### src/rtl/mix_columns_iter.sv
// -----------------------------------------------------------------------------
// mix_columns_iter
//
// Sequential AES MixColumns / InvMixColumns for the vector AES path. One
// 128-bit state is accepted per transaction. COLS_PER_CYCLE columns are
// transformed per clock into an output register. The result is held there
// until the downstream stage takes it.
//
// Column c of a state is bits [127-32c -: 32]. The top byte of a column is
// row 0.
//
// Handshake: a transfer happens on a rising edge where valid && ready are
// both high. The source holds its payload stable while valid is high and not
// yet accepted. The sink may change ready at any time.
//
// Parameters
//   COLS_PER_CYCLE  columns transformed per clock (1, 2 or 4)
//   INV_EN          1: inverse_sel honoured; 0: forward transform only
//
// Ports
//   clk          system clock, rising edge
//   rst_n        asynchronous active-low reset
//   in_valid     state_in / inverse_sel valid
//   in_ready     block can accept a new state (IDLE)
//   state_in     input state matrix
//   inverse_sel  0 = MixColumns, 1 = InvMixColumns, sampled on accept
//   out_valid    state_out holds a completed result (DONE)
//   out_ready    downstream accepts the result
//   state_out    transformed state, same layout as state_in
//   busy         high in BUSY or DONE
// -----------------------------------------------------------------------------
module mix_columns_iter #(
  parameter int COLS_PER_CYCLE = 1,
  parameter bit INV_EN         = 1'b1
) (
  input  logic         clk,
  input  logic         rst_n,
  input  logic         in_valid,
  output logic         in_ready,
  input  logic [127:0] state_in,
  input  logic         inverse_sel,
  output logic         out_valid,
  input  logic         out_ready,
  output logic [127:0] state_out,
  output logic         busy
);

  if (!(COLS_PER_CYCLE == 1 || COLS_PER_CYCLE == 2 || COLS_PER_CYCLE == 4)) begin : g_bad_cpc
    $error("mix_columns_iter: COLS_PER_CYCLE must be 1, 2 or 4");
  end

  localparam int         GROUPS   = 4 / COLS_PER_CYCLE;
  localparam logic [1:0] LAST_GRP = 2'(GROUPS - 1);

  typedef enum logic [1:0] {
    IDLE = 2'd0,
    BUSY = 2'd1,
    DONE = 2'd2
  } state_t;

  state_t       state;
  state_t       state_next;
  logic [1:0]   col_cnt;
  logic [127:0] work_q;
  logic [127:0] out_q;
  logic [127:0] out_next;
  logic         inv_q;
  logic         rdy_q;
  logic         vld_q;
  logic         accept;
  logic         release_out;

  // ---------------------------------------------------------------------------
  // GF(2^8) helpers, polynomial 0x11B. Only xtime chains are used.
  // ---------------------------------------------------------------------------
  function automatic logic [7:0] xtime(input logic [7:0] b);
    return {b[6:0], 1'b0} ^ (b[7] ? 8'h1b : 8'h00);
  endfunction

  // Transform one 32-bit column. The inverse branch is guarded by the INV_EN
  // constant, so it disappears entirely when INV_EN = 0.
  function automatic logic [31:0] mix_col(input logic [31:0] c, input logic inv);
    logic [7:0] s  [4];
    logic [7:0] x2 [4];
    logic [7:0] x4 [4];
    logic [7:0] x8 [4];
    logic [7:0] r  [4];
    for (int k = 0; k < 4; k++) begin
      s[k]  = c[31-8*k -: 8];
      x2[k] = xtime(s[k]);
      x4[k] = xtime(x2[k]);
      x8[k] = xtime(x4[k]);
    end
    for (int i = 0; i < 4; i++) begin
      if (INV_EN && inv) begin
        // 0E*s_i ^ 0B*s_i+1 ^ 0D*s_i+2 ^ 09*s_i+3
        r[i] = (x8[i] ^ x4[i] ^ x2[i])
             ^ (x8[(i+1)%4] ^ x2[(i+1)%4] ^ s[(i+1)%4])
             ^ (x8[(i+2)%4] ^ x4[(i+2)%4] ^ s[(i+2)%4])
             ^ (x8[(i+3)%4] ^ s[(i+3)%4]);
      end else begin
        // 02*s_i ^ 03*s_i+1 ^ s_i+2 ^ s_i+3
        r[i] = x2[i] ^ x2[(i+1)%4] ^ s[(i+1)%4] ^ s[(i+2)%4] ^ s[(i+3)%4];
      end
    end
    return {r[0], r[1], r[2], r[3]};
  endfunction

  // ---------------------------------------------------------------------------
  // Handshake qualifiers
  // ---------------------------------------------------------------------------
  assign accept      = in_valid && rdy_q;
  assign release_out = vld_q && out_ready;

  // ---------------------------------------------------------------------------
  // FSM next state
  // ---------------------------------------------------------------------------
  always_comb begin
    state_next = state;
    unique case (state)
      IDLE: if (accept)             state_next = BUSY;
      BUSY: if (col_cnt == LAST_GRP) state_next = DONE;
      DONE: if (release_out)        state_next = IDLE;
      default:                      state_next = IDLE;
    endcase
  end

  // ---------------------------------------------------------------------------
  // Column datapath: the current group of columns is written into the output
  // register; other columns keep their previous (possibly stale) contents.
  // ---------------------------------------------------------------------------
  always_comb begin
    out_next = out_q;
    if (state == BUSY) begin
      for (int g = 0; g < COLS_PER_CYCLE; g++) begin
        out_next[127 - 32*(int'(col_cnt)*COLS_PER_CYCLE + g) -: 32] =
          mix_col(work_q[127 - 32*(int'(col_cnt)*COLS_PER_CYCLE + g) -: 32], inv_q);
      end
    end
  end

  // ---------------------------------------------------------------------------
  // State and data registers. in_ready / out_valid are registered copies of
  // "next state is IDLE / DONE". This holds in_ready low during reset and
  // raises it on the first edge after release.
  // ---------------------------------------------------------------------------
  always_ff @(posedge clk or negedge rst_n) begin
    if (!rst_n) begin
      state   <= IDLE;
      col_cnt <= 2'd0;
      work_q  <= '0;
      out_q   <= '0;
      inv_q   <= 1'b0;
      rdy_q   <= 1'b0;
      vld_q   <= 1'b0;
    end else begin
      state <= state_next;
      rdy_q <= (state_next == IDLE);
      vld_q <= (state_next == DONE);
      if (accept) begin
        work_q  <= state_in;
        inv_q   <= inverse_sel & INV_EN;
        col_cnt <= 2'd0;
      end else if (state == BUSY) begin
        out_q   <= out_next;
        col_cnt <= (col_cnt == LAST_GRP) ? 2'd0 : col_cnt + 2'd1;
      end
    end
  end

  assign in_ready  = rdy_q;
  assign out_valid = vld_q;
  assign state_out = out_q;
  assign busy      = (state != IDLE);

endmodule

### config.mk
export PLATFORM = sky130hd
export DESIGN_NAME = mix_columns_iter
export DESIGN_NICKNAME = d
export VERILOG_FILES = /design/src/rtl/mix_columns_iter.sv
export SDC_FILE = /design/constraint.sdc
export NUM_CORES = 1
export LEC_CHECK = 0
export ABC_CLOCK_PERIOD_IN_PS = 3300
export CAP_MARGIN = 30
export CORE_MARGIN = 2
export CORE_UTILIZATION = 39
export CTS_CLUSTER_DIAMETER = 150
export DETAILED_ROUTE_END_ITERATION = 8
export DONT_BUFFER_PORTS = 1
export HOLD_SLACK_MARGIN = 0.08
export PLACE_DENSITY = 0.57
export SKIP_LAST_GASP = 1
export SLEW_MARGIN = 25
export SYNTH_ARGS = -nofsm -noshare
export SYNTH_HDL_FRONTEND = slang
export SYNTH_SLANG_ARGS = --single-unit
### constraint.sdc
create_clock -name clk -period 3.3 [get_ports clk]
set_clock_uncertainty 0.15 [all_clocks]
set_input_delay 0.66 -clock clk [delete_from_list [all_inputs] [get_ports clk]]
set_output_delay 0.66 -clock clk [all_outputs]
set_load 0.02 [all_outputs]
After elaboration in Yosys (flattened, before gate mapping)
Index checks and enable logic that the tools add are counted.
{"block": "classes", "n_reduce_logical": 7, "n_bitwise": 65, "muxes": 28, "n_eq_ne": 4, "add_sub_neg": 3, "shift": 3}
{"operator": "$xor 8x8->8", "n": 52}
{"operator": "$shift 32x33->159 const A", "n": 1}
{"operator": "$shiftx 159x8->32", "n": 1}
{"operator": "$shiftx 32x33->159", "n": 1}
{"operator": "$bwmux 128", "n": 1}
{"operator": "$xor 8x5->8", "n": 12}
{"operator": "$mux 8", "n": 8}
{"operator": "$mux 5", "n": 12}
{"operator": "$neg 8->33", "n": 1}
{"operator": "$mux 2", "n": 6}
{"operator": "$sub 7x7->8 const A", "n": 1}
{"operator": "$eq 2x2->1 const B", "n": 3}
{"operator": "$pmux 2 s3", "n": 1}
{"operator": "$logic_not 2->1", "n": 2}
{"operator": "$reduce_bool 2->1", "n": 2}
{"operator": "$add 2x1->2 const B", "n": 1}
{"operator": "$eq 2x1->1 const B", "n": 1}
{"operator": "$logic_and 1x1->1", "n": 2}
{"operator": "$reduce_and 2->1", "n": 1}
{"operator": "$not 1->1", "n": 1}
{"block": "word_totals", "output_inout_bits": 131, "word_cells": 117, "in_bits": 133, "regBits": 263}

Longest topological paths before layout
Gate-level depths: netlist of run 1.
{"block": "depth", "ltp_word": 17, "ltp_mapped": 10, "ltp_nobuf": 7}

Worst setup path after synthesis of run 1
No wires, ideal clock.
{"block": "synth_timing", "path_kind": "reg2reg", "from": "reg col_cnt[0]", "to": "reg out_q[36] (netlist: state_out[36])", "t_required_ps": 3019, "synth_period_minus_slack_ps": 3161, "stages_incl_launch_ff": 11, "n_path_buf": 3, "setup_slack_ps": 139, "arrival_time_ps": 2880, "setup_time_ps": 131, "path_cell_list": "dfrtp_1 buf_6 buf_6 mux4_1 buf_6 xnor2_4 xnor2_1 xnor3_1 mux2i_2 xnor2_1 o21ai_1"}
{"block": "synth_via", "elab_chain_cells": 15, "elab_cells_between_ends": 90, "cone_classes": "add/sub (2); shift (3); mux (21); bitwise (64)"}
{"item": "from (decl)", "line": "63", "text": "logic [1:0] col_cnt;"}
{"item": "from (signal assigned)", "line": "166", "text": "col_cnt <= (col_cnt == LAST_GRP) ? 2'd0 : col_cnt + 2'd1;"}
{"item": "$sub 7x7->8 *", "line": "136, 137"}
{"item": "$shiftx 159x8->32", "line": "137", "text": "mix_col(work_q[127 - 32*(int'(col_cnt)*COLS_PER_CYCLE + g) -: 32], inv_q);"}
{"item": "$xor 8x5->8 or $mux 5 (tied branches) (2 in series)", "line": "77", "text": "return {b[6:0], 1'b0} ^ (b[7] ? 8'h1b : 8'h00);"}
{"item": "$mux 5 or $xor 8x5->8 (tied branches)", "line": "77"}
{"item": "$xor 8x5->8", "line": "77"}
{"item": "$xor 8x8->8, on equally long branches", "line": "97, 99, 98"}
{"item": "$xor 8x8->8, on equally long branches", "line": "97, 98"}
{"item": "$xor 8x8->8", "line": "98", "text": "^ (x8[(i+1)%4] ^ x2[(i+1)%4] ^ s[(i+1)%4])"}
{"item": "$xor 8x8->8", "line": "99", "text": "^ (x8[(i+2)%4] ^ x4[(i+2)%4] ^ s[(i+2)%4])"}
{"item": "$xor 8x8->8", "line": "100", "text": "^ (x8[(i+3)%4] ^ s[(i+3)%4]);"}
{"item": "$mux 8", "line": "95", "text": "if (INV_EN && inv) begin"}
{"item": "$mux 8", "line": "134", "text": "if (state == BUSY) begin"}
{"item": "$shiftx 32x33->159", "line": "136", "text": "out_next[127 - 32*(int'(col_cnt)*COLS_PER_CYCLE + g) -: 32] ="}
{"item": "$bwmux 128 *", "line": "136"}
{"item": "to (signal assigned)", "line": "165", "text": "out_q <= out_next;"}
{"item": "to (decl)", "line": "65", "text": "logic [127:0] out_q;"}
Mark *: on every way between the ends. The rest lies on a longest branch, timed or not. The select of a mux whose other input is x is not followed.
A chain may end at the register's enable or synchronous reset.

Worst setup path after layout of run 1
{"block": "layout_timing", "from": "reg col_cnt[0]", "to": "reg out_q[100] (netlist: state_out[100])"}
The elaborated chain is that of the path after synthesis.

==> metrics.yaml, run 1 <==
wirelength_um: 36200
route.detailed.drc: 0
cp_slowest_cell: "mux4_2"
num_vias: 8605
track_usage_pct: 20.7
clock_latency_ns: 0.57
cts.sinks: 263
overflow: 0
dr.first_iter.drc_count: 438
synth-warning-count: 0
setup_viol: 0
cp-start-kind: "register"
hpwlAfterDp_um: 25600
ys_top_cells_by_area: "dfrtp_1, mux2_2, xnor2_1"
worstMarginPinSlew_ns: 0.819
n_fill_cell: 2897
synth_fp_nets: 1149
area_growth_syn_to_layout_pct: 29.8
post-route-period-util_pct: 99.6
chipWidth_um: 187
yosysSeqAreaShare_pct: 50.5
hp-class: "primary input to asynchronous set/reset pin"
clock-root-buffer: "clkbuf_16"
grt_busiest_layer: "met2"
die_h_um: 187
grt_use_met2_pct: 32.9
mostFrequentLayoutCells: "dfrtp_1, nand2_1, dlygate4sd3_1"
htreeDepth: 1
yosys.area_share.simple_pct: 4.76
crit_path_frequent_cell: "buf_12"
path_cells: "buf_12, buf_12, mux4_2, buf_12, xnor2_4, xnor3_1, or2_1, mux2i_2, xnor2_1, buf_4, o21ai_1"
grt_max_degree: 264
muxShareOfSynthArea_pct: 17.4
gr-usage-met1_pct: 28.5
dieArea_mm2: 0.0349
use_met3_pct: 4.93
maxCapViolCount: 0
violations: "negative hold slack"
synth_top_family_by_area: "XOR/XNOR gates"
crit_required_ns: 3.58
fmax_mhz: 304
r2r_cells: 11
layout-drive-gt1-share_pct: 31.3
tritoncts: "done"
grt_pass1_wl_um: 56300
cts_buffers: 29
placementRows: 66
syn-cell-area_mm2: 0.0130
hold_slack_ns: -0.345
syn_inst: 1012
outcome: "complete, but fails checks"
io_pins: 264
finish.utilization_pct: 51.7
start_util_pct: 39.8
port_buffers: 0
slew_headroom_pct: 45.4
wl_per_cell_um: 21.2
endpoint_kind: "register"
nNetsFinal: 1382
synth_xor_area_share_pct: 18.5
syn_area_per_cell_um2: 12.9
synth-compound-area-share_pct: 6.00
clk_pin_slew_ns: 0.06
crit_arrival_ns: 3.57
antennaDiodeCount: 0
core_mm2: 0.0327
yosysTopAreaCellShare_pct: 50.5
synth-seq-cells: 263
gp_congestion: 0.911
rsz0062_at_grt: "yes"
critical_path_class: "register to register"
via_per_inst: 5.03
hold_viol_final: 263
layout_commonest_cell: "dfrtp_1"
slowest_delay_ns: 0.60
period_needed_ns: 3.29
ant_nets: 0
clockBufferDepth: 3
synth_top_area_cell: "dfrtp_1"
grt_pass1_vias: 9088
drt_pass1_iterations: 5
cts_hold_buf: 130
antenna_found_initial: 0
synthAdderAreaFrac_pct: 0.384
final_max_slew_viol_count: 0
synth.distinct_cells: 36
crit_fanout: 6
[cell type report]
class                      count  area [um2]  share of cell area (%)
sequential                   263        6580                    38.9
multi-input combinational    683        6350                    37.6
timing repair buffer         264        2400                    14.2
inverter                       4        15.0                  0.0888
clock inverter                10         161                   0.955
tap                          442         553                    3.27
clock buffer                  44         842                    4.98
[state kept, by name, indices dropped and copies added (netlist names)]
register	flops
out_valid	1
state	2
in_ready	1
inv_q	1
state_out	128
work_q	128
col_cnt	2
[stage by stage]
stage / setup slack, ns / instance area (um2) / instances / setup TNS, ns / hold WS (ns)
global placement: -0.0898 / 14200 / 1505 / -0.839 / 0.221
global route: -0.0839 / 16900 / 1710 / -1.48 / -0.372
finish: 0.0122 / 16900 / 1710 / 0 / -0.345
floorplan: 0.139 / 13000 / 1012 / 0 / 0.214
CTS: -0.0300 / 16600 / 1697 / -0.0649 / -0.386
detailed placement: -0.151 / 14200 / 1505 / -1.87 / 0.220
[worst paths after layout]
| path | slack (ns) | start | endpoint |
|---|---|---|---|
| min in group clk | 0.19 | out_ready | out_valid |
| worst max register to register | 0.01 | col_cnt[0] | state_out[100] |
| worst min-delay path | -0.34 | rst_n | state_out[7] |
| worst max-delay path | 0.01 | col_cnt[0] | state_out[100] |
| max in group asynchronous | 2.68 | rst_n | work_q[94] |
| worst min register to register | 0.35 | state[1] | state[0] |
[layer usage]
metal | part of all wire (%) | vias to the layer above
met5 | 0 | -
met4 | 2.2 | 0
met3 | 6.7 | 53
met2 | 47 | 264
met1 | 44 | 4345
li1 | - | 3943
[synth_stat cells]
cell      instances
xor3_1            5
a21oi_1          12
or2_0             1
buf_6             5
buf_2            12
xor2_2            2
clkinv_1          1
mux2i_1           6
clkbuf_1         41
o21ai_1          14
nand2_1         132
mux2i_2           1
o21a_1            1
xnor2_4           2
mux4_2           26
or2_2             1
nor3_1            5
dfrtp_1         263
ha_1              4
xor2_4            1
o21ai_0         106
xor2_1           36
mux4_1            6
nand3b_1          1
xnor2_2          13
nor2_1           11
a21oi_2           1
xnor3_1          25
mux2_2          129
buf_4             3
nand2b_1          2
a22o_1           12
xnor2_1         124
inv_1             3
buf_1             1
nand4_1           4
[critical path, delay by kind of cell, from the launching register on]
kind	cells	cell delay [ns]
xor gates and xnor gates	3	0.82
muxes	2	0.80
buffers and inverters	4	0.64
DFF	1	0.39
and+or+nand+nor	1	0.26
AOI/OAI and AO/OA	1	0.07
[what timing repair did]
item | CTS | global route
pin swaps | 6 | 22
resized for setup | 8 | 47
endpoints found under the setup margin | 60 | 96
endpoints found under the hold margin | 394 | 263
setup buffers | 9 | 13
[cell families after synthesis]
family,after synthesis
AND/OR/NAND/NOR,157
AO/OA/AOI/OAI,146
XOR/XNOR,208
adder cells (fa/ha/maj),4
multiplexers,168
flip-flops,263
buffers and inverters,66
Power of run 1 is not shown: default switching activity piles up to over one toggle a cycle in this logic, so the estimate is an artifact.
==> inputs of run 2 (changes only) <==
--- a/config.mk
+++ b/config.mk
@@ -12,6 +12,7 @@
 export CTS_CLUSTER_DIAMETER = 150
 export DETAILED_ROUTE_END_ITERATION = 8
 export DONT_BUFFER_PORTS = 1
+export GPL_TIMING_DRIVEN = 0
 export HOLD_SLACK_MARGIN = 0.08
 export PLACE_DENSITY = 0.57
 export SKIP_LAST_GASP = 1
==> metrics.yaml, run 2 (same netlist as run 1, synthesis figures left out) <==
tritoncts: "done"
path_cells: "buf_12, buf_12, buf_4, mux4_2, buf_6, xor2_4, xor3_1, xnor3_2, xnor2_2, a21oi_2, buf_6, o21ai_0"
hold_slack_ns: -0.347  # -0.00283 ns
cp-endpoint: "state_out[99]"
cp_slowest_cell: "mux4_2"
wl_per_cell_um: 24.5  # +16%
via_per_inst: 5.30  # +5.4%
setup_tns_ns: -2.86  # -2.86 ns
wirelength_um: 40000  # +11%
area_growth_syn_to_layout_pct: 30.4
nNetsFinal: 1310  # -5.2%
crit_arrival_ns: 3.69  # +0.12 ns
num_vias: 8666  # +0.71%
layout-drive-gt1-share_pct: 40.8  # +9.5 points
cp-start-kind: "register"
grt_pass1_vias: 8877  # -2.3%
ant_nets: 0  # unchanged
fmax_mhz: 292  # -4.0%
slew_headroom_pct: 34.2  # -11 points
mostFrequentLayoutCells: "dfrtp_1, mux2_2, nand2_1"
start_util_pct: 39.8  # unchanged
dr.first_iter.drc_count: 411  # -6.2%
clk_pin_slew_ns: 0.06  # about the same
violations: "negative hold slack, negative setup slack"
critPathBufInv: 5  # +1
clock_latency_ns: 0.55  # -0.02 ns
finalWorstSetupSlack_ns: -0.125  # -0.137 ns
io_pins: 264  # unchanged
crit_fanout: 8  # +2
die_h_um: 187  # unchanged
endpoint_kind: "register"
crit_required_ns: 3.57  # about the same
track_usage_pct: 22.2  # +1.5 points
worstMarginPinSlew_ns: 0.988  # +0.168 ns
gp_congestion: 0.870  # -4.5%
maxCapViolCount: 0  # unchanged
hp-class: "primary input to asynchronous set/reset pin"
worstSetupStartpoint: "col_cnt[0]"
ff2ff_setup_slack_ns: -0.12  # -0.14 ns
core_mm2: 0.0327  # unchanged
period_needed_ns: 3.42  # +0.137 ns
chipWidth_um: 187  # unchanged
finish.utilization_pct: 51.9  # +0.23 points
outcome: "complete, but fails checks"
stdcell_count: 1634  # -4.4%
cp_top_family: "XOR/XNOR gates"
htreeDepth: 1  # unchanged
overflow: 0  # unchanged
hold_viol_final: 263  # unchanged
hpwlAfterDp_um: 27100  # +5.7%
cts_buffers: 29  # unchanged
clock-root-buffer: "clkbuf_16"
port_buffers: 0  # unchanged
critical_path_class: "register to register"
cts_hold_buf: 3  # -98%
grt_max_degree: 264  # unchanged
n_fill_cell: 2777  # -4.1%
r2r_start: "col_cnt[0]"
path_depth: 12  # +1
slowest_delay_ns: 0.60  # about the same
rsz0062_at_grt: "yes"
drt_pass1_iterations: 4  # -1
setup_viol: 66  # +66
antenna_found_initial: 13  # +13
placementRows: 66  # unchanged
route.detailed.drc: 0  # unchanged
final_max_slew_viol_count: 0  # unchanged
layout_commonest_cell: "dfrtp_1"
clockBufferDepth: 3  # unchanged
cts.sinks: 263  # unchanged
r2r-end: "state_out[99]"
grt_pass1_wl_um: 58300  # +3.6%
r2r_cells: 12  # +1
place_ws_ns: -1.06  # -0.904 ns
dpl.cell_count: 1454  # -3.4%
dieArea_mm2: 0.0349  # unchanged
post-route-period-util_pct: 104  # +4.1 points
[run 2: cell count changes in the layout (fill, tap and decap cells not counted), sizes merged]
cell         delta
buf            +14
bufinv          -2
clkbuf         +37
clkinvlp        +1
diode           +3
dlygate4sd3   -127
inv             -2
[run 2: routing by layer]
| metal | vias up | global-route usage [%] | part of all wire [%] |
|---|---|---|---|
| li1 | 3801 | - | - |
| met1 | 4398 | 27.4 | 39 |
| met2 | 338 | 37.8 | 48 |
| met3 | 111 | 7.58 | 8.9 |
| met4 | 18 | 4.88 | 3.7 |
| met5 | - | 0 | 0.31 |
[run 2: worst register-to-register path, stage by stage (launching register included)]
cell	delay [ns]
dfrtp_2	0.42
buf_12	0.17
buf_12	0.15
buf_4	0.12
mux4_2	0.60
buf_6	0.19
xor2_4	0.19
xor3_1	0.43
xnor3_2	0.31
xnor2_2	0.18
a21oi_2	0.15
buf_6	0.15
o21ai_0	0.08
[run 2: through the flow]
step / area, um2 / hold WS (ns)
global placement: 13600 / 0.220
finish: 17000 / -0.347
CTS: 16000 / -0.378
global route: 17000 / -0.375
floorplan: 13000 / 0.214
detailed placement: 13600 / 0.221
[run 2: worst min path at each step]
stage | startpoint | endpoint | cells after the start
6_report | rst_n | state_out[8] | 0
5_1_grt | rst_n | state_out[8] | 0
4_1_cts | rst_n | state_out[8] | 0
3_5_place_dp | rst_n | state_out[8] | 0
3_3_place_gp | rst_n | state_out[8] | 0
2_1_floorplan | rst_n | col_cnt[0] | 0
[run 2: final cells by class]
cell class | instances | area (um2) | area share [%]
antenna | 3 | 7.51 | 0.0442
buffer | 56 | 375 | 2.21
clock buffer | 40 | 807 | 4.75
clock inverter | 7 | 91.3 | 0.538
inverter | 4 | 15.0 | 0.0884
multi-input combinational | 683 | 7260 | 42.8
sequential | 263 | 6580 | 38.8
tap | 442 | 553 | 3.26
timing repair buffer | 136 | 1290 | 7.59
[run 2: repair_timing]
item                       CTS  global route
buffers inserted            68            67
hold endpoints to repair   267           263
setup endpoints to repair  128           127
gates resized for setup    169           109
cloned                       2             0
pin swaps                   77            77
Power of run 2 is left out for the same reason.
